<file path="src/rtl/seg_decode.sv">
// seg_decode: debounces a two-digit seven-segment display and emits the decoded byte over valid/ready
module seg_decode #(
  parameter int STABLE_CYCLES = 4
) (
  input  logic       clk,
  input  logic       rst_n,
  input  logic [7:0] seg0_in,
  input  logic [7:0] seg1_in,
  output logic [7:0] out_byte,
  output logic [1:0] out_err,
  output logic       out_valid,
  input  logic       out_ready
);
  localparam logic [1:0] IDLE = 2'd0, SETTLE = 2'd1, OUTPUT = 2'd2;
  localparam logic [7:0] LIM = 8'(STABLE_CYCLES - 1);
  logic [1:0] state_q, state_d;
  logic [15:0] smp_q, last_q, last_d, cand_q, cand_d;
  logic [7:0] cnt_q, cnt_d, byte_q, byte_d;
  logic [1:0] err_q, err_d;
  logic [4:0] dec_hi, dec_lo;
  function automatic logic [4:0] dec(input logic [7:0] p);
    case (p)
      8'hFD: dec = 5'h00;
      8'h60: dec = 5'h01;
      8'hDA: dec = 5'h02;
      8'hF2: dec = 5'h03;
      8'h66: dec = 5'h04;
      8'hB6: dec = 5'h05;
      8'hBE: dec = 5'h06;
      8'hE0: dec = 5'h07;
      8'hFF: dec = 5'h08;
      8'hF7: dec = 5'h09;
      8'hEC: dec = 5'h0A;
      8'h3E: dec = 5'h0B;
      8'h9C: dec = 5'h0C;
      8'h78: dec = 5'h0D;
      8'h9E: dec = 5'h0E;
      8'h8E: dec = 5'h0F;
      default: dec = 5'h10;
    endcase
  endfunction
  assign dec_hi = dec(cand_q[15:8]);
  assign dec_lo = dec(cand_q[7:0]);
  always_comb begin
    state_d = state_q;
    last_d  = last_q;
    cand_d  = cand_q;
    cnt_d   = cnt_q;
    byte_d  = byte_q;
    err_d   = err_q;
    case (state_q)
      IDLE: if (smp_q != last_q) begin
        state_d = SETTLE;
        cand_d  = smp_q;
        cnt_d   = 8'd1;
      end
      SETTLE: if (smp_q != cand_q) begin
        cand_d = smp_q;
        cnt_d  = 8'd1;
      end else if (cnt_q < LIM) begin
        cnt_d = cnt_q + 8'd1;
      end else if (cand_q == last_q) begin
        state_d = IDLE;
      end else begin
        state_d = OUTPUT;
        last_d  = cand_q;
        byte_d  = {dec_hi[3:0], dec_lo[3:0]};
        err_d   = {dec_hi[4], dec_lo[4]};
      end
      OUTPUT: state_d = out_ready ? IDLE : OUTPUT;
      default: state_d = IDLE;
    endcase
  end
  always_ff @(posedge clk) begin
    if (!rst_n) begin
      state_q <= IDLE;
      smp_q   <= '0;
      last_q  <= '0;
      cand_q  <= '0;
      cnt_q   <= '0;
      byte_q  <= '0;
      err_q   <= '0;
    end else begin
      state_q <= state_d;
      smp_q   <= {seg1_in, seg0_in};
      last_q  <= last_d;
      cand_q  <= cand_d;
      cnt_q   <= cnt_d;
      byte_q  <= byte_d;
      err_q   <= err_d;
    end
  end
  assign out_byte  = byte_q;
  assign out_err   = err_q;
  assign out_valid = state_q == OUTPUT;
endmodule

</file>
<file path="config.mk">
export PLATFORM = sky130hd
export DESIGN_NAME = seg_decode
export DESIGN_NICKNAME = d
export VERILOG_FILES = /design/src/rtl/seg_decode.sv
export SDC_FILE = /design/constraint.sdc
export NUM_CORES = 1
export LEC_CHECK = 0
export CORE_MARGIN = 10
export CORE_UTILIZATION = 35
export CTS_CLUSTER_DIAMETER = 100
export DETAILED_ROUTE_END_ITERATION = 16
export GPL_TIMING_DRIVEN = 0
export PLACE_DENSITY = 0.62
export SETUP_SLACK_MARGIN = 0.02
export SLEW_MARGIN = 0
export SYNTH_ARGS = -nofsm -noshare
export SYNTH_HDL_FRONTEND = slang
export SYNTH_SLANG_ARGS = --single-unit
</file>
<file path="constraint.sdc">
create_clock -name clk -period 2.4 [get_ports clk]
set_input_delay 0.48 -clock clk [delete_from_list [all_inputs] [get_ports clk]]
set_output_delay 0.48 -clock clk [all_outputs]
set_load 0.01 [all_outputs]
</file>
==> flow_metrics.env, run 1 <==
export IMPL_setup_viol=0
export IMPL_synthMuxAreaShare=0.113
export IMPL_hpwl_um=7030
export IMPL_placedCellCount=582
export IMPL_grt_max_degree=12
export IMPL_worstSkewPairLatency_ns=0.35
export IMPL_maxCapViolations=0
export IMPL_synthFlopType="dfxtp_1"
export IMPL_cp_max_fo=10
export IMPL_rsz0062_at_grt="no"
export IMPL_final_cells=599
export IMPL_yosysUniqueCellTypes=50
export IMPL_synth_seq_area_share=0.376
export IMPL_yosys_top_cells_area="dfxtp_1 38%, mux2i_1 11%, xnor2_1 9.2%, nand2_1 7.9%, xor2_1 3.4%"
export IMPL_min_period_ns=2.25
export IMPL_syn_num_nets=438
export IMPL_avgRoutedWirePerCell_um=15.5
export IMPL_required_ns=2.68
export IMPL_setup_ws_ns=0.155
export IMPL_mostFrequentLayoutCell="nand2_1"
export IMPL_rrSetupSlack_ns=0.15
export IMPL_yosys_area_share_simple=0.261
export IMPL_layout_common_cells="76 x nand2_1, 67 x dfxtp_1, 41 x mux2i_1"
export IMPL_p_seq_frac=0.511
export IMPL_tns_ns=0
export IMPL_yosys_area_share_adder=0.00345
export IMPL_synthToLayoutAreaGrowth_pct=18.3
export IMPL_remaining_drc_errors=0
export IMPL_fmax_mhz=445
export IMPL_power_switching_mw=0.591
export IMPL_netlist_instances=418
export IMPL_rows=37
export IMPL_cts_max_level=3
export IMPL_drv_slew=0
export IMPL_yosys_area_top_type="dfxtp_1"
export IMPL_fp_coreArea_sq_um=10200
export IMPL_dieArea_sq_um=14800
export IMPL_grt_overflow_total=0
export IMPL_drt_iter0_markers=234
export IMPL_start_util=0.356
export IMPL_place_congestion=0.917
export IMPL_finalHoldViolCount=0
export IMPL_crit_type="flop to flop"
export IMPL_drt_wl_total_um=9300
export IMPL_diodes=0
export IMPL_power_share_clock=0.388
export IMPL_portBuffers=28
export IMPL_grtUsageTotal=0.128
export IMPL_synth_xor_area_frac=0.126
export IMPL_vias=3094
export IMPL_grt_pass1_vias=3130
export IMPL_internal_power_mw=1.74
export IMPL_synth_top_family_by_area="simple AND/OR/NAND/NOR gates"
export IMPL_min_path_type="flop to flop"
export IMPL_comb_power_share=0.101
export IMPL_post_place_ws_ns=0.106
export IMPL_antenna_left=0
export IMPL_clock_sinks=68
export IMPL_vias_per_cell=5.17
export IMPL_reg2reg_to="last_q[0]"
export IMPL_reg2regPathDepth=7
export IMPL_power_leakage_nw=1.66
export IMPL_drive_gt1_frac=0.0691
export IMPL_die_w_um=122
export IMPL_power_density_nw_per_um2=543
export IMPL_seq_area_sq_um=1360
export IMPL_multiInputGateArea_sq_um=2110
export IMPL_end_kind="flop"
export IMPL_ctsLongestPathBuffers=2
export IMPL_outcome="finished, final reports clean"
export IMPL_nets=478
export IMPL_skew_ns=0.00986
export IMPL_die_y_um=122
export IMPL_synth_edf_count=0
export IMPL_crit_path_start_kind="flop"
export IMPL_cts_tree="yes"
export IMPL_reg2reg_from="cnt_q[0]"
export IMPL_clk_pin_slew_ns=0.07
export IMPL_switching_share=0.254
export IMPL_yosys_area_top_type_share=0.376
export IMPL_fin_crit_sh=0.936
export IMPL_synth_area_per_cell_sq_um=8.67
export IMPL_firstDrtPassIters=4
export IMPL_cts_root_buf="clkbuf_8"
export IMPL_worst_slew_pin_slew_ns=0.610
export IMPL_grt_pass1_wl_um=15400
export IMPL_async_flop_share=0
export IMPL_relSlewSlack=0.593
export IMPL_worst_ep_arrival_time_ns=2.52
export IMPL_grt_antenna_before_repair=0
export IMPL_fill_cells=1044
export IMPL_synthesis_area_sq_um=3620
export IMPL_endpoint="last_q[0]"
export IMPL_io_pins=30
export IMPL_critPathLaunch="cnt_q[0]"
export IMPL_numCtsBuffers=9
export IMPL_synth_seq_cells=68
export IMPL_ir_worst_vdd_uv=283
export IMPL_yosys_warnings=0
export IMPL_synth_compound_area_share=0.0742
export IMPL_cts_hold_buf=0
## final cells by class
type,instances,share of cell area
plain buffers,32,0.0365
multi-input cells,314,0.492
clock buffers,11,0.0306
inverters,3,0.00263
repair buffers,30,0.0689
well taps,136,0.0397
clock inverters,5,0.0123
flip-flops and latches,68,0.318
## power groups by stage
stage,registers (mW),logic [mW],clock network (mW)
floorplan,1.20,0.158,0
global placement,1.21,0.230,0
detailed placement,1.21,0.232,0
CTS,1.19,0.233,0.922
global route,1.19,0.259,0.970
finish,1.19,0.236,0.902
## critical path: stages (launching register included)
cell	delay, ns
dfxtp_1	0.34
ha_1	0.19
or4_1	0.41
nor4_1	0.38
nor2_1	0.24
nand2_4	0.19
buf_6	0.21
mux2i_1	0.21
## how the worst min path moves through the flow
stage | from | end | slack [ns] | depth (start not counted)
floorplan | cnt_q[5] | cnt_q[5] | 0.44 | 1
finish | out_byte[0] | out_byte[0] | 0.46 | 2
global route | out_byte[0] | out_byte[0] | 0.49 | 2
CTS | out_byte[0] | out_byte[0] | 0.47 | 2
detailed placement | out_byte[0] | out_byte[0] | 0.46 | 2
global placement | out_byte[5] | out_byte[5] | 0.45 | 2
## sequential cells by signal, indices dropped and copies added (netlist names)
name and flops:
smp_q 16, last_q 16, cnt_q 8, cand_q 16
out_err 2, state_q 2, out_byte 8
## timing repair
item,in CTS,in global routing
setup buffers,0,2
setup endpoints to repair,0,32
resized for setup,0,7
## per-stage QoR
step	total power [mW]	area, sq um	hold slack (ns)	util
4_1_cts	2.34	4260	0.467	0.418
3_3_place_gp	1.44	4080	0.448	0.400
6_report	2.33	4290	0.463	0.421
5_1_grt	2.42	4290	0.493	0.421
2_1_floorplan	1.36	3620	0.444	-
3_5_place_dp	1.44	4080	0.457	0.400
## cells by family after synthesis
family | Yosys count
buffers and inverters | 36
adder cells (fa/ha/maj) | 1
AND/OR/NAND/NOR | 180
AO/OA/AOI/OAI | 40
XOR/XNOR | 52
multiplexers | 41
flip-flops | 68
## per-layer routing
metal	global-route usage	routed length, um
met5	0	0
met4	0.0462	154
met3	0.0370	533
met2	0.201	4210
met1	0.164	4400
## synth_stat cells (3+ instances only)
cell and instances:
a21oi_1 9, a311oi_1 4, and2_1 16, and3_1 8, and3b_1 3, buf_2 3, buf_6 3, clkbuf_1 24
dfxtp_1 68, inv_1 3, mux2i_1 41, nand2_1 76, nand2b_1 3, nand3_1 9, nand4_1 13, nor2_1 14
nor2b_1 6, nor3_1 4, nor4_1 10, o21ai_0 7, o22ai_1 3, or4_1 4, xnor2_1 38, xor2_1 14
(Power assumes the default switching activity.)
==> run 2: changes to the inputs <==
- PLACE_DENSITY: 0.62 -> 0.52
==> run 2 against run 1 <==
Net effect: sequential cell count unchanged; non-clock buffer count up 2; cell count up 0.33%; worst hold slack worse by 0.0023 ns; largest cell class unchanged; largest power group unchanged.
==> flow_metrics.env, run 2 (synthesis results as in run 1) <==
export IMPL_grt_antenna_before_repair=0
export IMPL_rows=37
export IMPL_layout_common_cells="76 x nand2_1, 67 x dfxtp_1, 41 x mux2i_1"
export IMPL_fin_crit_sh=0.923
export IMPL_hpwl_um=7210
export IMPL_cts_tree="yes"
export IMPL_busiest_layer="met2"
export IMPL_place_congestion=0.856
export IMPL_drive_gt1_frac=0.0817
export IMPL_min_period_ns=2.22
export IMPL_cts_root_buf="clkbuf_8"
export IMPL_die_w_um=122
export IMPL_rsz0062_at_grt="yes"
export IMPL_start_util=0.356
export IMPL_maxCapViolations=0
export IMPL_gr_usage_met1=0.178
export IMPL_antenna_left=0
export IMPL_worst_ep_arrival_time_ns=2.49
export IMPL_power_density_nw_per_um2=530
export IMPL_worst_slew_pin_slew_ns=0.649
export IMPL_grt_overflow_total=0
export IMPL_use_met3=0.0310
export IMPL_finalHoldViolCount=0
export IMPL_mostFrequentLayoutCell="nand2_1"
export IMPL_die_y_um=122
export IMPL_cp_max_fo=10
export IMPL_avgRoutedWirePerCell_um=16.0
export IMPL_fp_coreArea_sq_um=10200
export IMPL_grt_max_degree=13
export IMPL_drt_iter0_markers=231
export IMPL_outcome="finished, final reports clean"
export IMPL_firstDrtPassIters=5
export IMPL_grt_pass1_wl_um=15900
export IMPL_diodes=0
export IMPL_vias=3048
export IMPL_gr_usage_met2=0.212
export IMPL_biggestRegsByFlops="cand_q: 16 flops, last_q: 16 flops, smp_q: 16 flops"
export IMPL_min_path_type="flop to flop"
export IMPL_drv_slew=0
export IMPL_ir_worst_vdd_uv=268
export IMPL_io_pins=30
export IMPL_portBuffers=28
export IMPL_nets=480
export IMPL_setup_viol=0
export IMPL_setup_ws_ns=0.184
export IMPL_crit_path_start_kind="flop"
export IMPL_dieArea_sq_um=14800
export IMPL_relSlewSlack=0.567
export IMPL_required_ns=2.68
export IMPL_rrSetupSlack_ns=0.18
export IMPL_drt_wl_total_um=9620
export IMPL_numCtsBuffers=9
export IMPL_grtUsageTotal=0.134
export IMPL_grt_pass1_vias=3054
export IMPL_cts_max_level=3
export IMPL_skew_ns=0.00933
export IMPL_clk_pin_slew_ns=0.08
export IMPL_cts_hold_buf=0
export IMPL_post_place_ws_ns=0.00983
export IMPL_fill_cells=1071
export IMPL_ctsLongestPathBuffers=2
export IMPL_remaining_drc_errors=0
export IMPL_vias_per_cell=5.07
export IMPL_clock_sinks=68
export IMPL_synthToLayoutAreaGrowth_pct=18.7
export IMPL_end_kind="flop"
export IMPL_tns_ns=0
export IMPL_worstSkewPairLatency_ns=0.35
export IMPL_fmax_mhz=451
export IMPL_power_leakage_nw=1.68
export IMPL_crit_type="flop to flop"
-- run 2: what timing repair did --
item                       CTS  global route
gates resized for setup      1             8
buffers inserted             0             4
pin swaps                    0             4
setup endpoints to repair   19            31
-- run 2: final cells by class --
class	count	area, sq um	area share
flip-flops and latches	68	1360	0.317
multi-input cells	314	2110	0.491
clock buffers	10	138	0.0320
repair buffers	32	310	0.0721
well taps	136	170	0.0395
clock inverters	6	40.0	0.00931
inverters	3	11.3	0.00262
plain buffers	32	158	0.0366
-- run 2: where the power goes --
| group | internal [mW] | switching, mW |
|---|---|---|
| clock | 0.401 | 0.454 |
| sequential | 1.16 | 0.0330 |
| combinational | 0.105 | 0.133 |
-- run 2: per-stage QoR --
step           hold slack [ns]  utilization  power [mW]  area, sq um  cells
3_3_place_gp             0.447        0.400        1.45         4080    582
5_1_grt                  0.482        0.422        2.38         4300    601
2_1_floorplan            0.444            -        1.36         3620    418
4_1_cts                  0.466        0.417        2.30         4250    597
3_5_place_dp             0.453        0.400        1.45         4080    582
6_report                 0.460        0.422        2.28         4300    601
-- run 2: critical path: stages (launching register included) --
cell and delay (ns):
dfxtp_1 0.42, xnor2_1 0.17, nand4_1 0.12, nor4_1 0.39, a21oi_1 0.20, o31ai_1 0.11, buf_4 0.25, buf_4 0.26
mux2i_1 0.21
-- run 2: final timing paths --
path / cells past startpoint / startpoint / to
worst min-delay path: 2 / out_byte[2] / out_byte[2]
worst max register to register: 8 / smp_q[12] / cand_q[10]
worst max-delay path: 8 / smp_q[12] / cand_q[10]
worst min register to register: 2 / out_byte[2] / out_byte[2]
-- run 2: metal layers --
metal  wire, um  vias up
met2       4280       68
li1           -     1547
met1       4770     1424
met5          0        -
met3        464        9
met4        103        0
==> run 3: changes to the inputs <==
==> constraint.sdc (replaced) <==
create_clock -name clk -period 2.1 [get_ports clk]
set_input_delay 0.42 -clock clk [delete_from_list [all_inputs] [get_ports clk]]
set_output_delay 0.42 -clock clk [all_outputs]
set_load 0.05 [all_outputs]
==> run 3 against run 2 <==
Net effect: critical path depth shrank 2; sequential share of layout area shrank 1.5 points; sequential power grew 14%; critical path type unchanged; non-clock buffer count grew 6; power grew 16%; register-to-register slack lost 0.08 ns; first-iteration DRC count grew 3.5%; routed wire length grew 4.0%; global-route usage grew 0.32 points; die area is the same; utilization grew 2.5 points; critical endpoint is now cnt_q[3]; via count grew 1.5%.
==> flow_metrics.env, run 3 (synthesis results as in run 1) <==
export IMPL_outcome="finished, final reports clean"
export IMPL_crit_slowest_cell="or4_4"
export IMPL_numCtsBuffers=9
export IMPL_reg2regPathDepth=6
export IMPL_endpoint="cnt_q[3]"
export IMPL_grtUsageTotal=0.137
export IMPL_crit_path_start_kind="flop"
export IMPL_critPathLaunch="cand_q[15]"
export IMPL_drive_gt1_frac=0.149
export IMPL_drv_slew=0
export IMPL_layout_common_cells="75 x nand2_1, 62 x dfxtp_1, 41 x mux2i_1"
export IMPL_rsz0062_at_grt="yes"
export IMPL_power_density_nw_per_um2=580
export IMPL_required_ns=2.34
export IMPL_ctsLongestPathBuffers=2
export IMPL_hold_depth=2
export IMPL_cp_max_fo=3
export IMPL_relSlewSlack=0.581
export IMPL_synthToLayoutAreaGrowth_pct=25.6
export IMPL_reg2reg_from="cand_q[15]"
export IMPL_cp_slowest_stage_delay_ns=0.60
export IMPL_portBuffers=28
export IMPL_vias=3095
export IMPL_fmax_mhz=501
export IMPL_crit_chain="xor2_2, nor4_4, nand3_2, or4_4, a31oi_4, nor3b_2"
export IMPL_nets=486
export IMPL_fp_coreArea_sq_um=10200
export IMPL_vias_per_cell=5.10
export IMPL_rows=37
export IMPL_antenna_left=0
export IMPL_firstDrtPassIters=4
export IMPL_grt_antenna_before_repair=0
export IMPL_finalHoldViolCount=0
export IMPL_worstSkewPairLatency_ns=0.35
export IMPL_die_w_um=122
export IMPL_maxCapViolations=0
export IMPL_crit_type="flop to flop"
export IMPL_place_congestion=0.856
export IMPL_min_path_type="flop to flop"
export IMPL_hpwl_um=7210
export IMPL_start_util=0.356
export IMPL_skew_ns=0.00968
export IMPL_io_pins=30
export IMPL_grt_overflow_total=0
export IMPL_power_total_mw=2.64
export IMPL_ir_worst_vdd_uv=308
export IMPL_mostFrequentLayoutCell="nand2_1"
export IMPL_grt_pass1_wl_um=16300
export IMPL_cts_max_level=3
export IMPL_drt_iter0_markers=239
export IMPL_worst_slew_pin_slew_ns=0.629
export IMPL_drt_wl_total_um=10000
export IMPL_rrSetupSlack_ns=0.10
export IMPL_die_y_um=122
export IMPL_setup_viol=0
export IMPL_cts_root_buf="clkbuf_8"
export IMPL_multiInputGateArea_sq_um=2230
export IMPL_clk_pin_slew_ns=0.08
export IMPL_remaining_drc_errors=0
export IMPL_biggestRegsByFlops="cand_q: 16 flops, last_q: 16 flops, smp_q: 16 flops"
export IMPL_end_kind="flop"
export IMPL_grt_pass1_vias=3125
export IMPL_crit_buf_inv=0
export IMPL_avgRoutedWirePerCell_um=16.5
export IMPL_cp_depth=6
export IMPL_seq_area_sq_um=1370
export IMPL_diodes=0
export IMPL_clock_sinks=68
export IMPL_crit_family="simple AND/OR/NAND/NOR gates"
export IMPL_grt_max_degree=13
export IMPL_power_leakage_nw=1.77
export IMPL_tns_ns=0
export IMPL_fin_crit_sh=0.951
export IMPL_reg2reg_to="cnt_q[3]"
export IMPL_cts_tree="yes"
export IMPL_fill_cells=1036
export IMPL_dieArea_sq_um=14800
export IMPL_min_period_ns=2.00
export IMPL_worst_ep_arrival_time_ns=2.24
==> run 3: cell count changes in the layout (fill, tap and decap cells not counted), sizes merged <==
cell,before,now
clkdlybuf4s50,28,27
dlygate4sd2,0,1
buf,13,20
clkbuf,33,32
==> run 3: per-layer routing <==
| layer | vias up | GRT usage | routed length (um) |
|---|---|---|---|
| li1 | 1555 | - | - |
| met1 | 1464 | 0.183 | 4850 |
| met2 | 67 | 0.220 | 4580 |
| met3 | 9 | 0.0278 | 472 |
| met4 | 0 | 0.0380 | 103 |
| met5 | - | 0 | 0 |
==> run 3: final cells by class <==
| type | count | share of cell area |
|---|---|---|
| inverter | 3 | 0.00247 |
| timing repair buffer | 43 | 0.0937 |
| buffer | 27 | 0.0360 |
| tap | 136 | 0.0374 |
| clock inverter | 6 | 0.00879 |
| multi-input combinational | 314 | 0.490 |
| clock buffer | 10 | 0.0302 |
| sequential | 68 | 0.302 |
==> run 3: worst min-delay path by stage <==
stage,startpoint,end
3_5_place_dp,out_byte[1],out_byte[1]
4_1_cts,out_byte[2],out_byte[2]
3_3_place_gp,out_byte[1],out_byte[1]
2_1_floorplan,cnt_q[5],cnt_q[5]
5_1_grt,out_byte[2],out_byte[2]
6_report,out_byte[2],out_byte[2]
==> run 3: report_power, final <==
group | leakage [nW] | total, mW | switching [mW] | internal (mW)
sequential | 0.558 | 1.36 | 0.0444 | 1.32
combinational | 1.12 | 0.291 | 0.159 | 0.132
clock | 0.0920 | 0.986 | 0.528 | 0.458
total | 1.77 | 2.64 | 0.731 | 1.91
==> run 3: per-stage QoR <==
step | setup WS (ns) | area, sq um | utilization | cells | hold slack, ns
2_1_floorplan | 0.192 | 3620 | - | 418 | 0.444
3_3_place_gp | -0.327 | 4080 | 0.400 | 582 | 0.447
3_5_place_dp | -0.290 | 4080 | 0.400 | 582 | 0.453
4_1_cts | -0.0210 | 4400 | 0.432 | 605 | 0.466
5_1_grt | 0.000317 | 4550 | 0.447 | 607 | 0.482
6_report | 0.103 | 4550 | 0.447 | 607 | 0.461
==> run 3: worst register-to-register path: stages, from the launching register on <==
cell     delay [ns]
dfxtp_4        0.36
xor2_2         0.19
nor4_4         0.30
nand3_2        0.17
or4_4          0.60
a31oi_4        0.21
nor3b_2        0.06
==> run 3: what timing repair did <==
action,4_1_cts,5_1_grt
buffers inserted,8,6
cloned,1,0
endpoints found under the setup margin,45,43
resized for setup,20,41
hold buffers,0,0
pin swaps,3,14
